### src/rtl/mem_arb_pkg.sv
// mem_arb_pkg: shared types and constants for the memory port arbiter
package mem_arb_pkg;
  typedef enum logic {IDLE, WAIT} state_e;
  typedef enum logic {OWN_IF, OWN_D} owner_e;
  localparam logic [2:0] WIDTH_WORD = 3'b010;
  localparam int LAT_W = 3;
  localparam int STARVE_W = 4;
endpackage

### src/rtl/arb_starve_cnt.sv
// arb_starve_cnt: saturating count of denied fetch arbitration cycles
module arb_starve_cnt
  import mem_arb_pkg::*;
#(
  parameter int MAX = 4
) (
  input  logic clk_i,
  input  logic rst_ni,
  input  logic inc_i,
  input  logic clr_i,
  output logic at_max_o
);
  logic [STARVE_W-1:0] cnt_q, cnt_d;
  assign at_max_o = cnt_q == STARVE_W'(MAX);
  always_comb cnt_d = clr_i ? '0 : (inc_i && !at_max_o) ? cnt_q + 1'b1 : cnt_q;
  always_ff @(posedge clk_i or negedge rst_ni)
    if (!rst_ni) cnt_q <= '0;
    else cnt_q <= cnt_d;
endmodule

### src/rtl/mem_port_arbiter.sv
// mem_port_arbiter: shares one fixed-latency memory port between fetch and load/store
module mem_port_arbiter
  import mem_arb_pkg::*;
#(
  parameter int LAT        = 1,
  parameter int STARVE_MAX = 4
) (
  input  logic        clk_i,
  input  logic        rst_ni,
  input  logic        if_req_i,
  input  logic [31:0] if_addr_i,
  input  logic        if_kill_i,
  output logic        if_gnt_o,
  output logic        if_rvalid_o,
  output logic [31:0] if_rdata_o,
  input  logic        d_req_i,
  input  logic        d_we_i,
  input  logic [2:0]  d_width_i,
  input  logic [31:0] d_addr_i,
  input  logic [31:0] d_wdata_i,
  output logic        d_gnt_o,
  output logic        d_rvalid_o,
  output logic [31:0] d_rdata_o,
  output logic [31:0] m_addr_o,
  output logic [2:0]  m_width_o,
  output logic        m_we_o,
  output logic [31:0] m_wdata_o,
  input  logic [31:0] m_rdata_i,
  output logic        stall_if_o,
  output logic        stall_mem_o
);
  state_e             state_q, state_d;
  owner_e             owner_q, owner_d;
  logic [LAT_W-1:0]   lat_q, lat_d;
  logic               killed_q, killed_d;
  logic [31:0]        if_rdata_q, d_rdata_q;
  logic               ret, arb, at_max, if_win, d_win, new_rd;
  assign ret    = state_q == WAIT && lat_q == LAT_W'(LAT);
  // gating with reset keeps grants and the memory command quiet while held in reset
  assign arb    = rst_ni && (state_q == IDLE || ret);
  assign if_win = arb && if_req_i && (at_max || !d_req_i);
  assign d_win  = arb && d_req_i && !if_win;
  assign new_rd = if_win || (d_win && !d_we_i);
  arb_starve_cnt #(.MAX(STARVE_MAX)) u_starve (
    .clk_i    (clk_i),
    .rst_ni   (rst_ni),
    .inc_i    (arb && if_req_i && !if_win),
    .clr_i    (if_win || !if_req_i),
    .at_max_o (at_max)
  );
  always_comb begin
    state_d     = new_rd ? WAIT : ret ? IDLE : state_q;
    owner_d     = if_win ? OWN_IF : new_rd ? OWN_D : owner_q;
    lat_d       = new_rd ? LAT_W'(1) : ret ? '0 : state_q == WAIT ? lat_q + 1'b1 : lat_q;
    killed_d    = if_win ? if_kill_i : killed_q || (if_kill_i && state_q == WAIT && owner_q == OWN_IF);
    if_gnt_o    = if_win;
    d_gnt_o     = d_win;
    if_rvalid_o = ret && owner_q == OWN_IF && !killed_q && !if_kill_i;
    d_rvalid_o  = ret && owner_q == OWN_D;
    if_rdata_o  = if_rvalid_o ? m_rdata_i : if_rdata_q;
    d_rdata_o   = d_rvalid_o ? m_rdata_i : d_rdata_q;
    m_addr_o    = if_win ? if_addr_i : d_win ? d_addr_i : '0;
    m_width_o   = d_win ? d_width_i : WIDTH_WORD;
    m_we_o      = d_win && d_we_i;
    m_wdata_o   = d_win ? d_wdata_i : '0;
    stall_if_o  = (if_req_i && !if_win) || (state_q == WAIT && owner_q == OWN_IF && !ret);
    stall_mem_o = (d_req_i && !d_win) || (state_q == WAIT && owner_q == OWN_D && !ret);
  end
  always_ff @(posedge clk_i or negedge rst_ni)
    if (!rst_ni) begin
      state_q    <= IDLE;
      owner_q    <= OWN_D;
      lat_q      <= '0;
      killed_q   <= 1'b0;
      if_rdata_q <= '0;
      d_rdata_q  <= '0;
    end else begin
      state_q    <= state_d;
      owner_q    <= owner_d;
      lat_q      <= lat_d;
      killed_q   <= killed_d;
      if_rdata_q <= if_rdata_o;
      d_rdata_q  <= d_rdata_o;
    end
endmodule

### config.mk
export PLATFORM = sky130hd
export DESIGN_NAME = mem_port_arbiter
export DESIGN_NICKNAME = d
export VERILOG_FILES = /design/src/rtl/mem_arb_pkg.sv /design/src/rtl/arb_starve_cnt.sv /design/src/rtl/mem_port_arbiter.sv
export SDC_FILE = /design/constraint.sdc
export NUM_CORES = 1
export LEC_CHECK = 0
export ABC_CLOCK_PERIOD_IN_PS = 6920
export CAP_MARGIN = 10
export CORE_MARGIN = 2
export CORE_UTILIZATION = 30
export CTS_CLUSTER_DIAMETER = 100
export CTS_CLUSTER_SIZE = 10
export DETAILED_ROUTE_END_ITERATION = 10
export PLACE_DENSITY = 0.74
export SYNTH_ARGS = -nofsm -noshare
export SYNTH_HDL_FRONTEND = slang
export SYNTH_HIERARCHICAL = 1
export SYNTH_SLANG_ARGS = --single-unit
export TNS_END_PERCENT = 1
### constraint.sdc
create_clock -name clk_i -period 6.92 [get_ports clk_i]
set_clock_uncertainty 0.15 [all_clocks]
set_input_delay 1.384 -clock clk_i [delete_from_list [all_inputs] [get_ports clk_i]]
set_output_delay 1.384 -clock clk_i [all_outputs]
set_load 0.02 [all_outputs]
==> results of run 1 <==
==> kinds of logic (layout without fill, tap and decap cells) <==
group                    count (synthesis)  in the layout  share of synthesized area
multiplexers                            64             64                     0.2146
adder cells (fa/ha/maj)                  4              4                    0.01295
AO/OA/AOI/OAI                           52             52                    0.07508
AND/OR/NAND/NOR                        127            127                     0.1754
buffers and inverters                   34            303                    0.04272
flip-flops                              74             74                     0.4793
==> cells in the final DEF, fill, tap and decap left out, types with 3 or more instances in the layout <==
cell type                         netlist  routed
sky130_fd_sc_hd__nand2b_1               3       3
sky130_fd_sc_hd__nand2_1               38      38
sky130_fd_sc_hd__inv_6                  0       3
sky130_fd_sc_hd__nor2_1                 3       3
sky130_fd_sc_hd__nand3_1               35      34
sky130_fd_sc_hd__mux2_2                35      35
sky130_fd_sc_hd__dfrtp_1               73      73
sky130_fd_sc_hd__clkbuf_16              0       9
sky130_fd_sc_hd__clkdlybuf4s50_1        0     273
sky130_fd_sc_hd__mux2_4                29      29
sky130_fd_sc_hd__inv_1                  8       8
sky130_fd_sc_hd__and2_1                36      36
sky130_fd_sc_hd__o21ai_0                4       4
sky130_fd_sc_hd__buf_4                  0       6
sky130_fd_sc_hd__a21oi_1               38      38
sky130_fd_sc_hd__ha_1                   4       4
==> final timing paths <==
check | startpoint | to | slack, ps
min reg2reg | if_rdata_q[3] | if_rdata_q[3] | 340
min | if_rdata_q[3] | if_rdata_q[3] | 340
max in group asynchronous | rst_ni | if_rdata_q[0] | 4810
min in group asynchronous | rst_ni | u_starve/cnt_q[0] | 760
max | d_req_i | m_wdata_o[29] | 1360
max reg2reg | lat_q[1] | d_rdata_q[21] | 4330
==> layer usage <==
metal  part of all wire  vias up
li1                   -     1741
met1               0.39     1734
met2               0.52      190
met3              0.069       26
met4              0.030        0
met5                  0        -
==> report_power, final <==
part | switching [mW] | internal [mW] | total [mW]
clock network | 0.181 | 0.330 | 0.510
logic | 0.716 | 0.776 | 1.49
registers | 0.0692 | 0.639 | 0.708
total | 0.966 | 1.74 | 2.71
==> sequential cells by signal, summed over array words and instances, names as in the netlist <==
| signal | count |
|---|---|
| state_q | 1 |
| killed_q | 1 |
| if_rdata_q | 32 |
| u_starve/cnt_q | 4 |
| lat_q | 3 |
| owner_q | 1 |
| d_rdata_q | 32 |
==> through the flow <==
stage	util	power [mW]	instances	hold slack (ps)	setup WS, ps
finish	0.5600	2.710	796	342.6	1356
global route	0.5600	2.846	796	349.2	1149
CTS	0.5600	2.743	796	342.0	1328
detailed placement	0.5335	2.218	780	329.2	1324
global placement	0.5335	2.184	780	323.8	1361
floorplan	-	1.509	355	323.9	2671
==> synth_stat cells (6+ instances only) <==
library cell / instances / area, sq um
sky130_fd_sc_hd__clkbuf_1: 16 / 60.06
sky130_fd_sc_hd__mux2_2: 35 / 394.1
sky130_fd_sc_hd__and2_1: 36 / 225.2
sky130_fd_sc_hd__a21oi_1: 38 / 190.2
sky130_fd_sc_hd__nand2_1: 38 / 142.6
sky130_fd_sc_hd__inv_1: 8 / 30.03
sky130_fd_sc_hd__buf_2: 6 / 30.03
sky130_fd_sc_hd__nand3_1: 35 / 175.2
sky130_fd_sc_hd__dfrtp_1: 73 / 1827
sky130_fd_sc_hd__mux2_4: 29 / 435.4
==> worst max-delay path: stages <==
cell,delay [ps]
sky130_fd_sc_hd__clkdlybuf4s50_1,480
sky130_fd_sc_hd__nand2b_1,70
sky130_fd_sc_hd__nand2_1,60
sky130_fd_sc_hd__buf_4,330
sky130_fd_sc_hd__and3_1,820
sky130_fd_sc_hd__and2_1,230
sky130_fd_sc_hd__clkdlybuf4s50_1,640
==> area by class of cell <==
type | instances | area (sq um)
inverters | 8 | 30.03
flip-flops and latches | 74 | 1853
well taps | 172 | 215.2
multi-input cells | 247 | 1857
clock inverters | 6 | 95.09
clock buffers | 10 | 239.0
repair buffers | 279 | 2778
fillers | 1115 | 5553
==> report_table.html, run 1 <==
<table>
<tr><th>Metric</th><th>Value</th></tr>
<tr><th colspan="2">Clock tree</th></tr>
<tr><td>Buffer cell driving the clock tree root</td><td>sky130_fd_sc_hd__clkbuf_16</td></tr>
<tr><td>Number of buffers added for setup after CTS</td><td>0</td></tr>
<tr><td>Clock buffer count from CTS</td><td>9</td></tr>
<tr><td>Clk slew on worst S/H paths</td><td>~60 ps</td></tr>
<tr><td>Hold-fix buffers at CTS</td><td>0</td></tr>
<tr><td>Clock tree from TritonCTS</td><td>built</td></tr>
<tr><td>CTS H-tree depth</td><td>3</td></tr>
<tr><td>Maximum buffer depth of the clock tree</td><td>2</td></tr>
<tr><td>Post-CTS sizing</td><td>0</td></tr>
<tr><td>Number of clock sinks</td><td>74</td></tr>
<tr><td>Clock latency reported for the late side of the worst-skew pair</td><td>320 ps</td></tr>
<tr><th colspan="2">Worst setup path</th></tr>
<tr><td>Worst Path Required</td><td>5390 ps</td></tr>
<tr><td>Highest net fanout along the worst path</td><td>37</td></tr>
<tr><td>Worst Path Arrival</td><td>4030 ps</td></tr>
<tr><td>Crit path kind</td><td>input port to output pin</td></tr>
<tr><td>Worst R2R Path Depth</td><td>5</td></tr>
<tr><td>Type of element capturing the critical path</td><td>output pin</td></tr>
<tr><td>CP startpoint kind</td><td>input port</td></tr>
<tr><th colspan="2">Floorplan</th></tr>
<tr><td>Effective utilization at floorplan</td><td>0.3064</td></tr>
<tr><td>Die boundary width</td><td>around 120 microns</td></tr>
<tr><td>Floorplan core area</td><td>12620 sq um</td></tr>
<tr><td>Top-level port count</td><td>275</td></tr>
<tr><td>Count of standard-cell rows</td><td>41</td></tr>
<tr><td>Die height</td><td>117.5 microns</td></tr>
<tr><td>Die area</td><td>around 14000 sq um</td></tr>
<tr><th colspan="2">Synthesis</th></tr>
<tr><td>Count of synthesis-stage warnings from yosys</td><td>6</td></tr>
<tr><td>Flip-flop and latch count after synthesis</td><td>74</td></tr>
<tr><td>Post-synth EDFFs</td><td>0</td></tr>
<tr><td>Async set-or-reset flop fraction in the synthesized netlist</td><td>1.000</td></tr>
<tr><td>Gate count of the mapped netlist</td><td>355</td></tr>
<tr><td>Count of distinct cell types in the synthesized netlist</td><td>35</td></tr>
<tr><td>Net count after synthesis</td><td>496</td></tr>
<tr><td>Area of the mapped netlist</td><td>3866 sq um</td></tr>
<tr><td>Dominant synthesized flop cell</td><td>sky130_fd_sc_hd__dfrtp_1</td></tr>
<tr><td>Avg Synthesized Cell Area</td><td>approximately 11 sq um</td></tr>
<tr><td>Part of the Yosys area used for sequential elements</td><td>0.4793</td></tr>
<tr><th colspan="2">Place</th></tr>
<tr><td>GP Congestion</td><td>between 0.8 and 0.9</td></tr>
<tr><td>Total placed instance area</td><td>6733 sq um</td></tr>
<tr><td>Number of input and output port buffers inserted</td><td>274</td></tr>
<tr><td>Detailed placement HPWL</td><td>about 10000 microns</td></tr>
<tr><th colspan="2">STA</th></tr>
<tr><td>Count of endpoints failing setup in the final report</td><td>0</td></tr>
<tr><td>Final hold vios</td><td>0</td></tr>
<tr><td>Max-slew headroom</td><td>0.3614</td></tr>
<tr><td>Sum of negative setup slack</td><td>0 ps</td></tr>
<tr><td>RSZ-0062 raised after global routing</td><td>false</td></tr>
<tr><td>Achievable clock frequency</td><td>~180 MHz</td></tr>
<tr><td>Final worst-path cycle share</td><td>0.8040</td></tr>
<tr><td>Number of pins with negative max-slew slack in the final report</td><td>0</td></tr>
<tr><td>Worst slew pin tran</td><td>956.7 ps</td></tr>
<tr><td>Minimum clock period</td><td>approximately 5600 ps</td></tr>
<tr><th colspan="2">Power and ir drop</th></tr>
<tr><td>Peak VDD IR</td><td>0.0001266 V</td></tr>
<tr><td>PwrDens</td><td>383.5 nW/um^2</td></tr>
<tr><td>Leak</td><td>2.969 nW</td></tr>
<tr><th colspan="2">Detailed routing</th></tr>
<tr><td>Via-to-Cell Ratio</td><td>4.637</td></tr>
<tr><td>Detailed-route via count</td><td>3691</td></tr>
<tr><td>Remaining DRCs</td><td>0</td></tr>
<tr><td>Post-route ant nets</td><td>0</td></tr>
<tr><td>Total wire length after detailed routing</td><td>between 10000 and 15000 microns</td></tr>
<tr><td>Detailed-routing iteration count for the pre-antenna-repair pass</td><td>4</td></tr>
<tr><td>Iteration-0 DRC count of the detailed router</td><td>approximately 170</td></tr>
<tr><td>Wire length per cell after detailed routing</td><td>16.26 microns</td></tr>
<tr><th colspan="2">GRT</th></tr>
<tr><td>Number of global-route vias before repair</td><td>3865</td></tr>
<tr><td>Met2 routing resource usage after global routing</td><td>0.3363</td></tr>
<tr><td>Grt met3 use</td><td>0.04457</td></tr>
<tr><td>Overall overflow remaining after global route</td><td>0</td></tr>
<tr><td>Top Usage Layer GRT</td><td>met2</td></tr>
<tr><td>First-pass GRT wire length</td><td>20230 microns</td></tr>
<tr><td>Routing usage on met1</td><td>0.2026</td></tr>
<tr><td>Tot GR Track Use</td><td>0.1831</td></tr>
<tr><td>Maximum number of pins on one net before global-route repair</td><td>65</td></tr>
<tr><td>Antenna violations before repair</td><td>0</td></tr>
<tr><th colspan="2">Job</th></tr>
<tr><td>Number of max-cap violations</td><td>0</td></tr>
<tr><th colspan="2">Layout</th></tr>
<tr><td>Fraction of layout instances using a drive strength above 1</td><td>0.1506</td></tr>
<tr><td>Total number of nets in the final design</td><td>760</td></tr>
<tr><td>Area added between synthesis and finish</td><td>82.78%</td></tr>
<tr><td>Final cell area excluding filler cells</td><td>7067 sq um</td></tr>
<tr><td>Ant diodes</td><td>0</td></tr>
<tr><th colspan="2">Min path</th></tr>
<tr><td>Worst hold-check path type</td><td>register to register</td></tr>
<tr><td>Hold path cells</td><td>1</td></tr>
<tr><th colspan="2">Outcome</th></tr>
<tr><td>Outcome</td><td>complete, no violations</td></tr>
</table>
(Power assumes the default switching activity.)
==> inputs of run 2 (changes only) <==
--- a/config.mk
+++ b/config.mk
@@ -5,14 +5,14 @@
 export SDC_FILE = /design/constraint.sdc
 export NUM_CORES = 1
 export LEC_CHECK = 0
-export ABC_CLOCK_PERIOD_IN_PS = 6920
+export ABC_CLOCK_PERIOD_IN_PS = 4680
 export CAP_MARGIN = 10
 export CORE_MARGIN = 2
 export CORE_UTILIZATION = 30
 export CTS_CLUSTER_DIAMETER = 100
 export CTS_CLUSTER_SIZE = 10
 export DETAILED_ROUTE_END_ITERATION = 10
-export PLACE_DENSITY = 0.74
+export PLACE_DENSITY = 0.77
 export SYNTH_ARGS = -nofsm -noshare
 export SYNTH_HDL_FRONTEND = slang
 export SYNTH_HIERARCHICAL = 1
==> constraint.sdc (replaced) <==
create_clock -name clk_i -period 4.68 [get_ports clk_i]
set_clock_uncertainty 0.15 [all_clocks]
set_input_delay 0.936 -clock clk_i [delete_from_list [all_inputs] [get_ports clk_i]]
set_output_delay 0.936 -clock clk_i [all_outputs]
set_load 0.02 [all_outputs]
==> report_table.html, run 2 (same netlist as run 1, synthesis figures left out) <==
<table>
<tr><th>Metric</th><th>Value</th></tr>
<tr><th colspan="2">Outcome</th></tr>
<tr><td>Outcome</td><td>complete, no violations (unchanged)</td></tr>
<tr><th colspan="2">STA</th></tr>
<tr><td>Achievable clock frequency</td><td>234.9 MHz</td></tr>
<tr><td>Number of pins with negative max-slew slack in the final report</td><td>0 (unchanged)</td></tr>
<tr><td>Final worst-path cycle share</td><td>0.9096</td></tr>
<tr><td>Count of endpoints failing setup in the final report</td><td>0 (unchanged)</td></tr>
<tr><td>Minimum clock period</td><td>4257 ps</td></tr>
<tr><td>RSZ-0062 raised after global routing</td><td>false (unchanged)</td></tr>
<tr><td>Max-slew headroom</td><td>0.4630 (was 0.3614)</td></tr>
<tr><td>Sum of negative setup slack</td><td>0 ps (unchanged)</td></tr>
<tr><td>Worst slew pin tran</td><td>805.5 ps (was 956.7 ps)</td></tr>
<tr><td>Final hold vios</td><td>0 (unchanged)</td></tr>
<tr><td>Final WS setup</td><td>422.9 ps (was 1356 ps)</td></tr>
<tr><th colspan="2">Clock tree</th></tr>
<tr><td>Buffer cell driving the clock tree root</td><td>sky130_fd_sc_hd__clkbuf_16 (unchanged)</td></tr>
<tr><td>Maximum buffer depth of the clock tree</td><td>2 (unchanged)</td></tr>
<tr><td>Clock buffer count from CTS</td><td>9 (unchanged)</td></tr>
<tr><td>Number of clock sinks</td><td>74 (unchanged)</td></tr>
<tr><td>Post-CTS sizing</td><td>0 (unchanged)</td></tr>
<tr><td>Clock tree from TritonCTS</td><td>built (unchanged)</td></tr>
<tr><td>Hold-fix buffers at CTS</td><td>0 (unchanged)</td></tr>
<tr><td>Number of buffers added for setup after CTS</td><td>0 (unchanged)</td></tr>
<tr><td>Clk slew on worst S/H paths</td><td>60 ps (about the same)</td></tr>
<tr><td>Clock latency reported for the late side of the worst-skew pair</td><td>330 ps (was 320 ps)</td></tr>
<tr><td>CTS H-tree depth</td><td>3 (unchanged)</td></tr>
<tr><th colspan="2">Layout</th></tr>
<tr><td>Ant diodes</td><td>0 (unchanged)</td></tr>
<tr><td>Total number of nets in the final design</td><td>765 (was 760)</td></tr>
<tr><td>Registers with the most flip-flops</td><td>d_rdata_q: 32 flops, if_rdata_q: 32 flops, u_starve/cnt_q: 4 flops (unchanged)</td></tr>
<tr><td>Fraction of layout instances using a drive strength above 1</td><td>0.1542 (was 0.1506)</td></tr>
<tr><td>Area added between synthesis and finish</td><td>83.43% (was 82.78%)</td></tr>
<tr><td>Leading cell type in the layout, fill and taps excluded</td><td>sky130_fd_sc_hd__clkdlybuf4s50_1 (unchanged)</td></tr>
<tr><td>Leading cell types in the layout, fill and taps excluded</td><td>273 x sky130_fd_sc_hd__clkdlybuf4s50_1, 73 x sky130_fd_sc_hd__dfrtp_1, 38 x sky130_fd_sc_hd__nand2_1, 38 x sky130_fd_sc_hd__a21oi_1, 36 x sky130_fd_sc_hd__and2_1 (unchanged)</td></tr>
<tr><td>Filler cells</td><td>1099 (was 1115)</td></tr>
<tr><th colspan="2">Job</th></tr>
<tr><td>Number of max-cap violations</td><td>0 (unchanged)</td></tr>
<tr><th colspan="2">Floorplan</th></tr>
<tr><td>Count of standard-cell rows</td><td>41 (unchanged)</td></tr>
<tr><td>Effective utilization at floorplan</td><td>0.3064 (unchanged)</td></tr>
<tr><td>Die boundary width</td><td>117.5 microns (unchanged)</td></tr>
<tr><td>Die area</td><td>13810 sq um (unchanged)</td></tr>
<tr><td>Die height</td><td>117.5 microns (unchanged)</td></tr>
<tr><td>Floorplan core area</td><td>12620 sq um (unchanged)</td></tr>
<tr><td>Top-level port count</td><td>275 (unchanged)</td></tr>
<tr><th colspan="2">Worst setup path</th></tr>
<tr><td>CP dominant cell by count</td><td>sky130_fd_sc_hd__clkdlybuf4s50_1 (unchanged)</td></tr>
<tr><td>Cell Chain, Critical Path</td><td>clkdlybuf4s50_1 &gt; or4_4 &gt; mux2_4 &gt; clkdlybuf4s50_1 (was clkdlybuf4s50_1 &gt; nand2b_1 &gt; nand2_1 &gt; buf_4 &gt; and3_1 &gt; and2_1 &gt; clkdlybuf4s50_1)</td></tr>
<tr><td>Worst path max stage delay</td><td>810 ps (was 820 ps)</td></tr>
<tr><td>Worst Path Required</td><td>3590 ps (was 5390 ps)</td></tr>
<tr><td>Top delay family on crit path</td><td>buffers and inverters (unchanged)</td></tr>
<tr><td>Number of buffer and inverter stages on the critical path</td><td>2 (was 3)</td></tr>
<tr><td>Highest net fanout along the worst path</td><td>33 (was 37)</td></tr>
<tr><td>Worst R2R Path Depth</td><td>5 (unchanged)</td></tr>
<tr><td>Crit path kind</td><td>input port to output pin (unchanged)</td></tr>
<tr><td>Worst path depth</td><td>4 (was 7)</td></tr>
<tr><td>Slowest library cell on the worst path</td><td>sky130_fd_sc_hd__or4_4 (was sky130_fd_sc_hd__and3_1)</td></tr>
<tr><td>Type of element capturing the critical path</td><td>output pin (unchanged)</td></tr>
<tr><td>Worst Path Arrival</td><td>3170 ps (was 4030 ps)</td></tr>
<tr><td>CP startpoint kind</td><td>input port (unchanged)</td></tr>
<tr><th colspan="2">Power and ir drop</th></tr>
<tr><td>Leak</td><td>2.978 nW (was 2.969 nW)</td></tr>
<tr><td>Peak VDD IR</td><td>0.0002191 V (was 0.0001266 V)</td></tr>
<tr><td>PwrDens</td><td>562.7 nW/um^2 (was 383.5 nW/um^2)</td></tr>
<tr><td>Overall Power</td><td>3.991 mW (was 2.710 mW)</td></tr>
<tr><th colspan="2">GRT</th></tr>
<tr><td>First-pass GRT wire length</td><td>20270 microns (was 20230 microns)</td></tr>
<tr><td>Maximum number of pins on one net before global-route repair</td><td>64 (was 65)</td></tr>
<tr><td>Number of global-route vias before repair</td><td>3891 (was 3865)</td></tr>
<tr><td>Antenna violations before repair</td><td>0 (unchanged)</td></tr>
<tr><td>Tot GR Track Use</td><td>0.1826 (was 0.1831)</td></tr>
<tr><td>Overall overflow remaining after global route</td><td>0 (unchanged)</td></tr>
<tr><th colspan="2">Detailed routing</th></tr>
<tr><td>Total wire length after detailed routing</td><td>12880 microns (was 12940 microns)</td></tr>
<tr><td>Detailed-routing iteration count for the pre-antenna-repair pass</td><td>4 (unchanged)</td></tr>
<tr><td>Post-route ant nets</td><td>0 (unchanged)</td></tr>
<tr><td>Remaining DRCs</td><td>0 (unchanged)</td></tr>
<tr><td>Detailed-route via count</td><td>3780 (was 3691)</td></tr>
<tr><td>Iteration-0 DRC count of the detailed router</td><td>267 (was 174)</td></tr>
<tr><td>Via-to-Cell Ratio</td><td>4.719 (was 4.637)</td></tr>
<tr><td>Wire length per cell after detailed routing</td><td>16.08 microns (was 16.26 microns)</td></tr>
<tr><th colspan="2">Min path</th></tr>
<tr><td>Worst hold-check path type</td><td>input port to asynchronous set/reset pin (was register to register)</td></tr>
<tr><th colspan="2">Place</th></tr>
<tr><td>Setup slack after placement</td><td>438.1 ps (was 1324 ps)</td></tr>
<tr><td>Number of input and output port buffers inserted</td><td>274 (unchanged)</td></tr>
<tr><td>GP Congestion</td><td>0.8219 (was 0.8717)</td></tr>
<tr><td>Detailed placement HPWL</td><td>10230 microns (was 10010 microns)</td></tr>
</table>
run 2: cell types whose count changed in the layout (fill, tap and decap cells not counted), sizes merged:
cell,delta
clkbuf,+2
clkinvlp,+2
inv,-3
clkinv,-1
buf,+5
run 2: through the flow:
stage | instance area, sq um | hold slack, ps | utilization | std cells
after global placement | 6770 | 325.9 | 0.5365 | 785
after detailed placement | 6770 | 329.2 | 0.5365 | 785
after floorplan | 3866 | 323.9 | - | 355
after global routing | 7092 | 309.9 | 0.5620 | 801
after CTS | 7092 | 299.4 | 0.5620 | 801
final | 7092 | 304.8 | 0.5620 | 801
run 2: path summary, 6_finish.rpt:
path / from / endpoint / slack, ps
setup / recovery: if_kill_i / if_rdata_o[26] / 420
hold / removal: rst_ni / lat_q[2] / 300
setup reg to reg: lat_q[1] / if_rdata_q[25] / 2400
hold reg to reg: d_rdata_q[22] / d_rdata_q[22] / 340
max in group asynchronous: rst_ni / d_rdata_q[22] / 3030
min in group clk_i: d_rdata_q[22] / d_rdata_q[22] / 340
run 2: report_power, final:
group / internal (mW) / leakage, nW / switching, mW
Combinational: 1.15 / 1.93 / 1.05
Clock: 0.481 / 0.149 / 0.254
Sequential: 0.945 / 0.897 / 0.104
run 2: cell type report:
type | instances | area, sq um | share of cell area
sequential | 74 | 1853 | 0.2613
clock buffer | 12 | 246.5 | 0.03476
timing repair buffer | 284 | 2815 | 0.3970
multi-input combinational | 247 | 1857 | 0.2618
inverter | 8 | 30.03 | 0.004234
clock inverter | 4 | 75.07 | 0.01059
tap | 172 | 215.2 | 0.03035
run 2: per-layer routing:
metal | wire length [microns] | track usage | up-vias | part of all wire
li1 | - | - | 1758 | -
met1 | 4944 | 0.2024 | 1799 | 0.38
met2 | 6555 | 0.3271 | 198 | 0.51
met3 | 1029 | 0.05087 | 25 | 0.080
met4 | 350 | 0.07831 | 0 | 0.027
met5 | 0 | 0 | - | 0
==> inputs of run 3 (changes only) <==
--- a/config.mk
+++ b/config.mk
@@ -5,6 +5,7 @@
 export SDC_FILE = /design/constraint.sdc
 export NUM_CORES = 1
 export LEC_CHECK = 0
+export ABC_AREA = 1
 export ABC_CLOCK_PERIOD_IN_PS = 4680
 export CAP_MARGIN = 10
 export CORE_MARGIN = 2
==> report_table.html, run 3 <==
<table>
<tr><th>Metric</th><th>Value</th></tr>
<tr><th colspan="2">GRT</th></tr>
<tr><td>Met2 routing resource usage after global routing</td><td>0.3443 (was 0.3271)</td></tr>
<tr><td>Maximum number of pins on one net before global-route repair</td><td>75 (was 64)</td></tr>
<tr><td>Grt met3 use</td><td>0.04797 (was 0.05087)</td></tr>
<tr><td>Top Usage Layer GRT</td><td>met2 (unchanged)</td></tr>
<tr><td>Routing usage on met1</td><td>0.2150 (was 0.2024)</td></tr>
<tr><td>First-pass GRT wire length</td><td>20690 microns (was 20270 microns)</td></tr>
<tr><td>Overall overflow remaining after global route</td><td>0 (unchanged)</td></tr>
<tr><td>Tot GR Track Use</td><td>0.1879 (was 0.1826)</td></tr>
<tr><td>Number of global-route vias before repair</td><td>4081 (was 3891)</td></tr>
<tr><td>Antenna violations before repair</td><td>1 (was 0)</td></tr>
<tr><th colspan="2">Worst setup path</th></tr>
<tr><td>Worst Path Required</td><td>3590 ps (about the same)</td></tr>
<tr><td>Crit path kind</td><td>input port to output pin (unchanged)</td></tr>
<tr><td>Worst Path Arrival</td><td>3170 ps (about the same)</td></tr>
<tr><td>Type of element capturing the critical path</td><td>output pin (unchanged)</td></tr>
<tr><td>Crit Reg-Reg Startpoint</td><td>u_starve/cnt_q[0] (was lat_q[1])</td></tr>
<tr><td>CP dominant cell by count</td><td>sky130_fd_sc_hd__clkdlybuf4s50_1 (unchanged)</td></tr>
<tr><td>Highest net fanout along the worst path</td><td>37 (was 33)</td></tr>
<tr><td>Top delay family on crit path</td><td>buffers and inverters (unchanged)</td></tr>
<tr><td>Number of buffer and inverter stages on the critical path</td><td>3 (was 2)</td></tr>
<tr><td>Worst path depth</td><td>7 (was 4)</td></tr>
<tr><td>Launching instance or port of the critical path</td><td>d_req_i (was if_kill_i)</td></tr>
<tr><td>CP startpoint kind</td><td>input port (unchanged)</td></tr>
<tr><td>Cell Chain, Critical Path</td><td>clkdlybuf4s50_1 &gt; nand2_1 &gt; nand4_4 &gt; buf_4 &gt; nand2_4 &gt; nor2_1 &gt; clkdlybuf4s50_1 (was clkdlybuf4s50_1 &gt; or4_4 &gt; mux2_4 &gt; clkdlybuf4s50_1)</td></tr>
<tr><td>Worst path max stage delay</td><td>650 ps (was 810 ps)</td></tr>
<tr><td>Slowest library cell on the worst path</td><td>sky130_fd_sc_hd__clkdlybuf4s50_1 (was sky130_fd_sc_hd__or4_4)</td></tr>
<tr><td>Worst R2R Path Depth</td><td>12 (was 5)</td></tr>
<tr><th colspan="2">Min path</th></tr>
<tr><td>Hold path startpoint</td><td>d_rdata_q[11]</td></tr>
<tr><td>Worst hold-check path type</td><td>register to register (was input port to asynchronous set/reset pin)</td></tr>
<tr><td>Hold path cells</td><td>2</td></tr>
<tr><th colspan="2">Job</th></tr>
<tr><td>Number of max-cap violations</td><td>0 (unchanged)</td></tr>
<tr><th colspan="2">Power and ir drop</th></tr>
<tr><td>Reported net switching power</td><td>1.632 mW (was 1.413 mW)</td></tr>
<tr><td>Part of the total power dissipated in combinational logic</td><td>0.570 (was 0.553)</td></tr>
<tr><td>Fraction of power consumed by the clock network</td><td>0.171 (was 0.184)</td></tr>
<tr><td>Overall Power</td><td>4.019 mW (was 3.991 mW)</td></tr>
<tr><td>PwrDens</td><td>571.0 nW/um^2 (was 562.7 nW/um^2)</td></tr>
<tr><td>Part of the total power dissipated in sequential elements</td><td>0.259 (was 0.263)</td></tr>
<tr><td>Switching share of total power</td><td>0.4061 (was 0.3542)</td></tr>
<tr><td>Leak</td><td>3.379 nW (was 2.978 nW)</td></tr>
<tr><td>Peak VDD IR</td><td>0.0002053 V (was 0.0002191 V)</td></tr>
<tr><td>Internal power</td><td>2.387 mW (was 2.577 mW)</td></tr>
<tr><th colspan="2">Detailed routing</th></tr>
<tr><td>Detailed-route via count</td><td>4225 (was 3780)</td></tr>
<tr><td>Detailed-routing iteration count for the pre-antenna-repair pass</td><td>4 (unchanged)</td></tr>
<tr><td>Wire length per cell after detailed routing</td><td>13.41 microns (was 16.08 microns)</td></tr>
<tr><td>Post-route ant nets</td><td>0 (unchanged)</td></tr>
<tr><td>Total wire length after detailed routing</td><td>13150 microns (was 12880 microns)</td></tr>
<tr><td>Remaining DRCs</td><td>0 (unchanged)</td></tr>
<tr><td>Via-to-Cell Ratio</td><td>4.307 (was 4.719)</td></tr>
<tr><td>Iteration-0 DRC count of the detailed router</td><td>167 (was 267)</td></tr>
<tr><th colspan="2">Clock tree</th></tr>
<tr><td>Clock latency reported for the late side of the worst-skew pair</td><td>320 ps (was 330 ps)</td></tr>
<tr><td>Clock tree from TritonCTS</td><td>built (unchanged)</td></tr>
<tr><td>Maximum buffer depth of the clock tree</td><td>2 (unchanged)</td></tr>
<tr><td>Clk slew on worst S/H paths</td><td>60 ps (about the same)</td></tr>
<tr><td>Number of buffers added for setup after CTS</td><td>0 (unchanged)</td></tr>
<tr><td>CTS H-tree depth</td><td>3 (unchanged)</td></tr>
<tr><td>Clock buffer count from CTS</td><td>9 (unchanged)</td></tr>
<tr><td>Hold-fix buffers at CTS</td><td>0 (unchanged)</td></tr>
<tr><td>Buffer cell driving the clock tree root</td><td>sky130_fd_sc_hd__clkbuf_16 (unchanged)</td></tr>
<tr><td>Number of clock sinks</td><td>74 (unchanged)</td></tr>
<tr><td>Post-CTS sizing</td><td>0 (unchanged)</td></tr>
<tr><th colspan="2">Synthesis</th></tr>
<tr><td>Part of the Yosys area used for sequential elements</td><td>0.4787 (was 0.4793)</td></tr>
<tr><td>Gate count of the mapped netlist</td><td>538 (was 355)</td></tr>
<tr><td>Count of distinct cell types in the synthesized netlist</td><td>27 (was 35)</td></tr>
<tr><td>Count of synthesis-stage warnings from yosys</td><td>6 (unchanged)</td></tr>
<tr><td>Flip-flop and latch count after synthesis</td><td>74 (unchanged)</td></tr>
<tr><td>Dominant synthesized flop cell</td><td>sky130_fd_sc_hd__dfrtp_1 (unchanged)</td></tr>
<tr><td>Net count after synthesis</td><td>679 (was 496)</td></tr>
<tr><td>Top cells by area in the synthesized netlist</td><td>sky130_fd_sc_hd__dfrtp_1 47%, sky130_fd_sc_hd__nand2_1 21%, sky130_fd_sc_hd__inv_1 7.8%, sky130_fd_sc_hd__nand3_1 4.9%, sky130_fd_sc_hd__nor2_1 3.9% (was sky130_fd_sc_hd__dfrtp_1 47%, sky130_fd_sc_hd__mux2_4 11%, sky130_fd_sc_hd__mux2_2 10%, sky130_fd_sc_hd__and2_1 5.8%, sky130_fd_sc_hd__a21oi_1 4.9%)</td></tr>
<tr><td>Avg Synthesized Cell Area</td><td>7.196 sq um (was 10.89 sq um)</td></tr>
<tr><td>Async set-or-reset flop fraction in the synthesized netlist</td><td>1.000 (unchanged)</td></tr>
<tr><td>Share of the synthesized area in the top cell type</td><td>0.4719 (was 0.4725)</td></tr>
<tr><td>Area of the mapped netlist</td><td>3871 sq um (was 3866 sq um)</td></tr>
<tr><td>Count leader, synth</td><td>sky130_fd_sc_hd__nand2_1 (was sky130_fd_sc_hd__dfrtp_1)</td></tr>
<tr><td>Top cells by instance count after synthesis</td><td>213 x sky130_fd_sc_hd__nand2_1, 80 x sky130_fd_sc_hd__inv_1, 73 x sky130_fd_sc_hd__dfrtp_1 (was 73 x sky130_fd_sc_hd__dfrtp_1, 38 x sky130_fd_sc_hd__a21oi_1, 38 x sky130_fd_sc_hd__nand2_1)</td></tr>
<tr><td>Post-synth EDFFs</td><td>0 (unchanged)</td></tr>
<tr><td>Yosys top cell by area</td><td>sky130_fd_sc_hd__dfrtp_1 (unchanged)</td></tr>
<tr><th colspan="2">Layout</th></tr>
<tr><td>Leading cell types in the layout, fill and taps excluded</td><td>273 x sky130_fd_sc_hd__clkdlybuf4s50_1, 213 x sky130_fd_sc_hd__nand2_1, 80 x sky130_fd_sc_hd__inv_1, 73 x sky130_fd_sc_hd__dfrtp_1, 40 x sky130_fd_sc_hd__nor2_1 (was 273 x sky130_fd_sc_hd__clkdlybuf4s50_1, 73 x sky130_fd_sc_hd__dfrtp_1, 38 x sky130_fd_sc_hd__nand2_1, 38 x sky130_fd_sc_hd__a21oi_1, 36 x sky130_fd_sc_hd__and2_1)</td></tr>
<tr><td>Total number of nets in the final design</td><td>944 (was 765)</td></tr>
<tr><td>Post-route non-filler standard cell count</td><td>981 (was 801)</td></tr>
<tr><td>Leading cell type in the layout, fill and taps excluded</td><td>sky130_fd_sc_hd__clkdlybuf4s50_1 (unchanged)</td></tr>
<tr><td>Final cell area excluding filler cells</td><td>7038 sq um (was 7092 sq um)</td></tr>
<tr><td>Registers with the most flip-flops</td><td>d_rdata_q: 32 flops, if_rdata_q: 32 flops, u_starve/cnt_q: 4 flops (unchanged)</td></tr>
<tr><td>Fraction of layout instances using a drive strength above 1</td><td>0.04703 (was 0.1542)</td></tr>
<tr><td>Area added between synthesis and finish</td><td>81.80% (was 83.43%)</td></tr>
<tr><th colspan="2">Floorplan</th></tr>
<tr><td>Count of standard-cell rows</td><td>41 (unchanged)</td></tr>
<tr><td>Die height</td><td>117.6 microns (was 117.5 microns)</td></tr>
<tr><td>Die boundary width</td><td>117.6 microns (was 117.5 microns)</td></tr>
<tr><td>Floorplan core area</td><td>12620 sq um (unchanged)</td></tr>
<tr><td>Die area</td><td>13830 sq um (was 13810 sq um)</td></tr>
<tr><td>Top-level port count</td><td>275 (unchanged)</td></tr>
<tr><td>Effective utilization at floorplan</td><td>0.3068 (was 0.3064)</td></tr>
<tr><th colspan="2">STA</th></tr>
<tr><td>Achievable clock frequency</td><td>234.8 MHz (was 234.9 MHz)</td></tr>
<tr><td>Final WS setup</td><td>420.5 ps (was 422.9 ps)</td></tr>
<tr><td>RSZ-0062 raised after global routing</td><td>false (unchanged)</td></tr>
<tr><td>Count of endpoints failing setup in the final report</td><td>0 (unchanged)</td></tr>
<tr><td>Final hold vios</td><td>0 (unchanged)</td></tr>
<tr><td>Sum of negative setup slack</td><td>0 ps (unchanged)</td></tr>
<tr><td>Max-slew headroom</td><td>0.3975 (was 0.4630)</td></tr>
<tr><td>Number of pins with negative max-slew slack in the final report</td><td>0 (unchanged)</td></tr>
<tr><td>Worst slew pin tran</td><td>903.7 ps (was 805.5 ps)</td></tr>
<tr><td>Minimum clock period</td><td>4260 ps (was 4257 ps)</td></tr>
<tr><td>Final worst-path cycle share</td><td>0.9102 (was 0.9096)</td></tr>
<tr><th colspan="2">Place</th></tr>
<tr><td>Setup slack after placement</td><td>441.2 ps (was 438.1 ps)</td></tr>
<tr><td>Detailed placement HPWL</td><td>10230 microns (about the same)</td></tr>
<tr><td>GP Congestion</td><td>0.7993 (was 0.8219)</td></tr>
<tr><td>Number of input and output port buffers inserted</td><td>274 (unchanged)</td></tr>
<tr><td>Placed Instances</td><td>964 (was 785)</td></tr>
<tr><td>Total placed instance area</td><td>6731 sq um (was 6770 sq um)</td></tr>
<tr><th colspan="2">Outcome</th></tr>
<tr><td>Outcome</td><td>complete, no violations (unchanged)</td></tr>
</table>
==> run 3: metal layers <==
layer  share of wire  routed length [microns]  up-vias
met5               0                        0        -
met4           0.012                      164        0
met1            0.40                     5265     1900
met3           0.071                      931       14
li1                -                        -     2156
met2            0.52                     6791      155
==> run 3: power groups by stage <==
stage / Sequential [mW] / Clock (mW) / Combinational [mW]
2_1_floorplan: 1.03 / 0 / 1.18
3_3_place_gp: 1.04 / 0 / 2.28
3_5_place_dp: 1.06 / 0 / 2.31
5_1_grt: 1.08 / 0.742 / 2.46
6_report: 1.04 / 0.687 / 2.29
4_1_cts: 1.04 / 0.713 / 2.32
==> run 3: cells by family after synthesis <==
| kind of cell | share of synthesized area |
|---|---|
| flops | 0.4787 |
| compound gates | 0.05721 |
| buf+inv | 0.1235 |
| simple gates | 0.3277 |
| fa+ha+maj | 0.01293 |
==> run 3: worst min-delay path, cell delays in order (launching register included) <==
cell and delay [ps]:
sky130_fd_sc_hd__dfrtp_1 320, sky130_fd_sc_hd__nand2_1 50, sky130_fd_sc_hd__nand2_1 70
==> run 3: cell type report <==
type | count | area [sq um]
Antenna cell | 1 | 2.502
Clock buffer | 10 | 229.0
Clock inverter | 6 | 75.07
Fill cell | 1190 | 5582
Inverter | 85 | 319.1
Multi-Input combinational cell | 353 | 1546
Sequential cell | 74 | 1853
Tap cell | 172 | 215.2
Timing Repair Buffer | 280 | 2798
==> run 3: worst paths after layout <==
| kind | end | slack, ps |
|---|---|---|
| max | m_wdata_o[6] | 420 |
| min | d_rdata_q[11] | 320 |
| max reg2reg | u_starve/cnt_q[0] | 2560 |
| min reg2reg | d_rdata_q[11] | 320 |
| max in group asynchronous | if_rdata_q[5] | 3040 |
| min in group asynchronous | lat_q[0] | 720 |
==> run 3: per-stage QoR <==
stage | hold WS (ps) | utilization
after floorplan | 324.9 | -
after global placement | 307.9 | 0.5334
after detailed placement | 311.0 | 0.5334
after CTS | 324.0 | 0.5575
after global routing | 344.7 | 0.5575
final | 320.5 | 0.5577
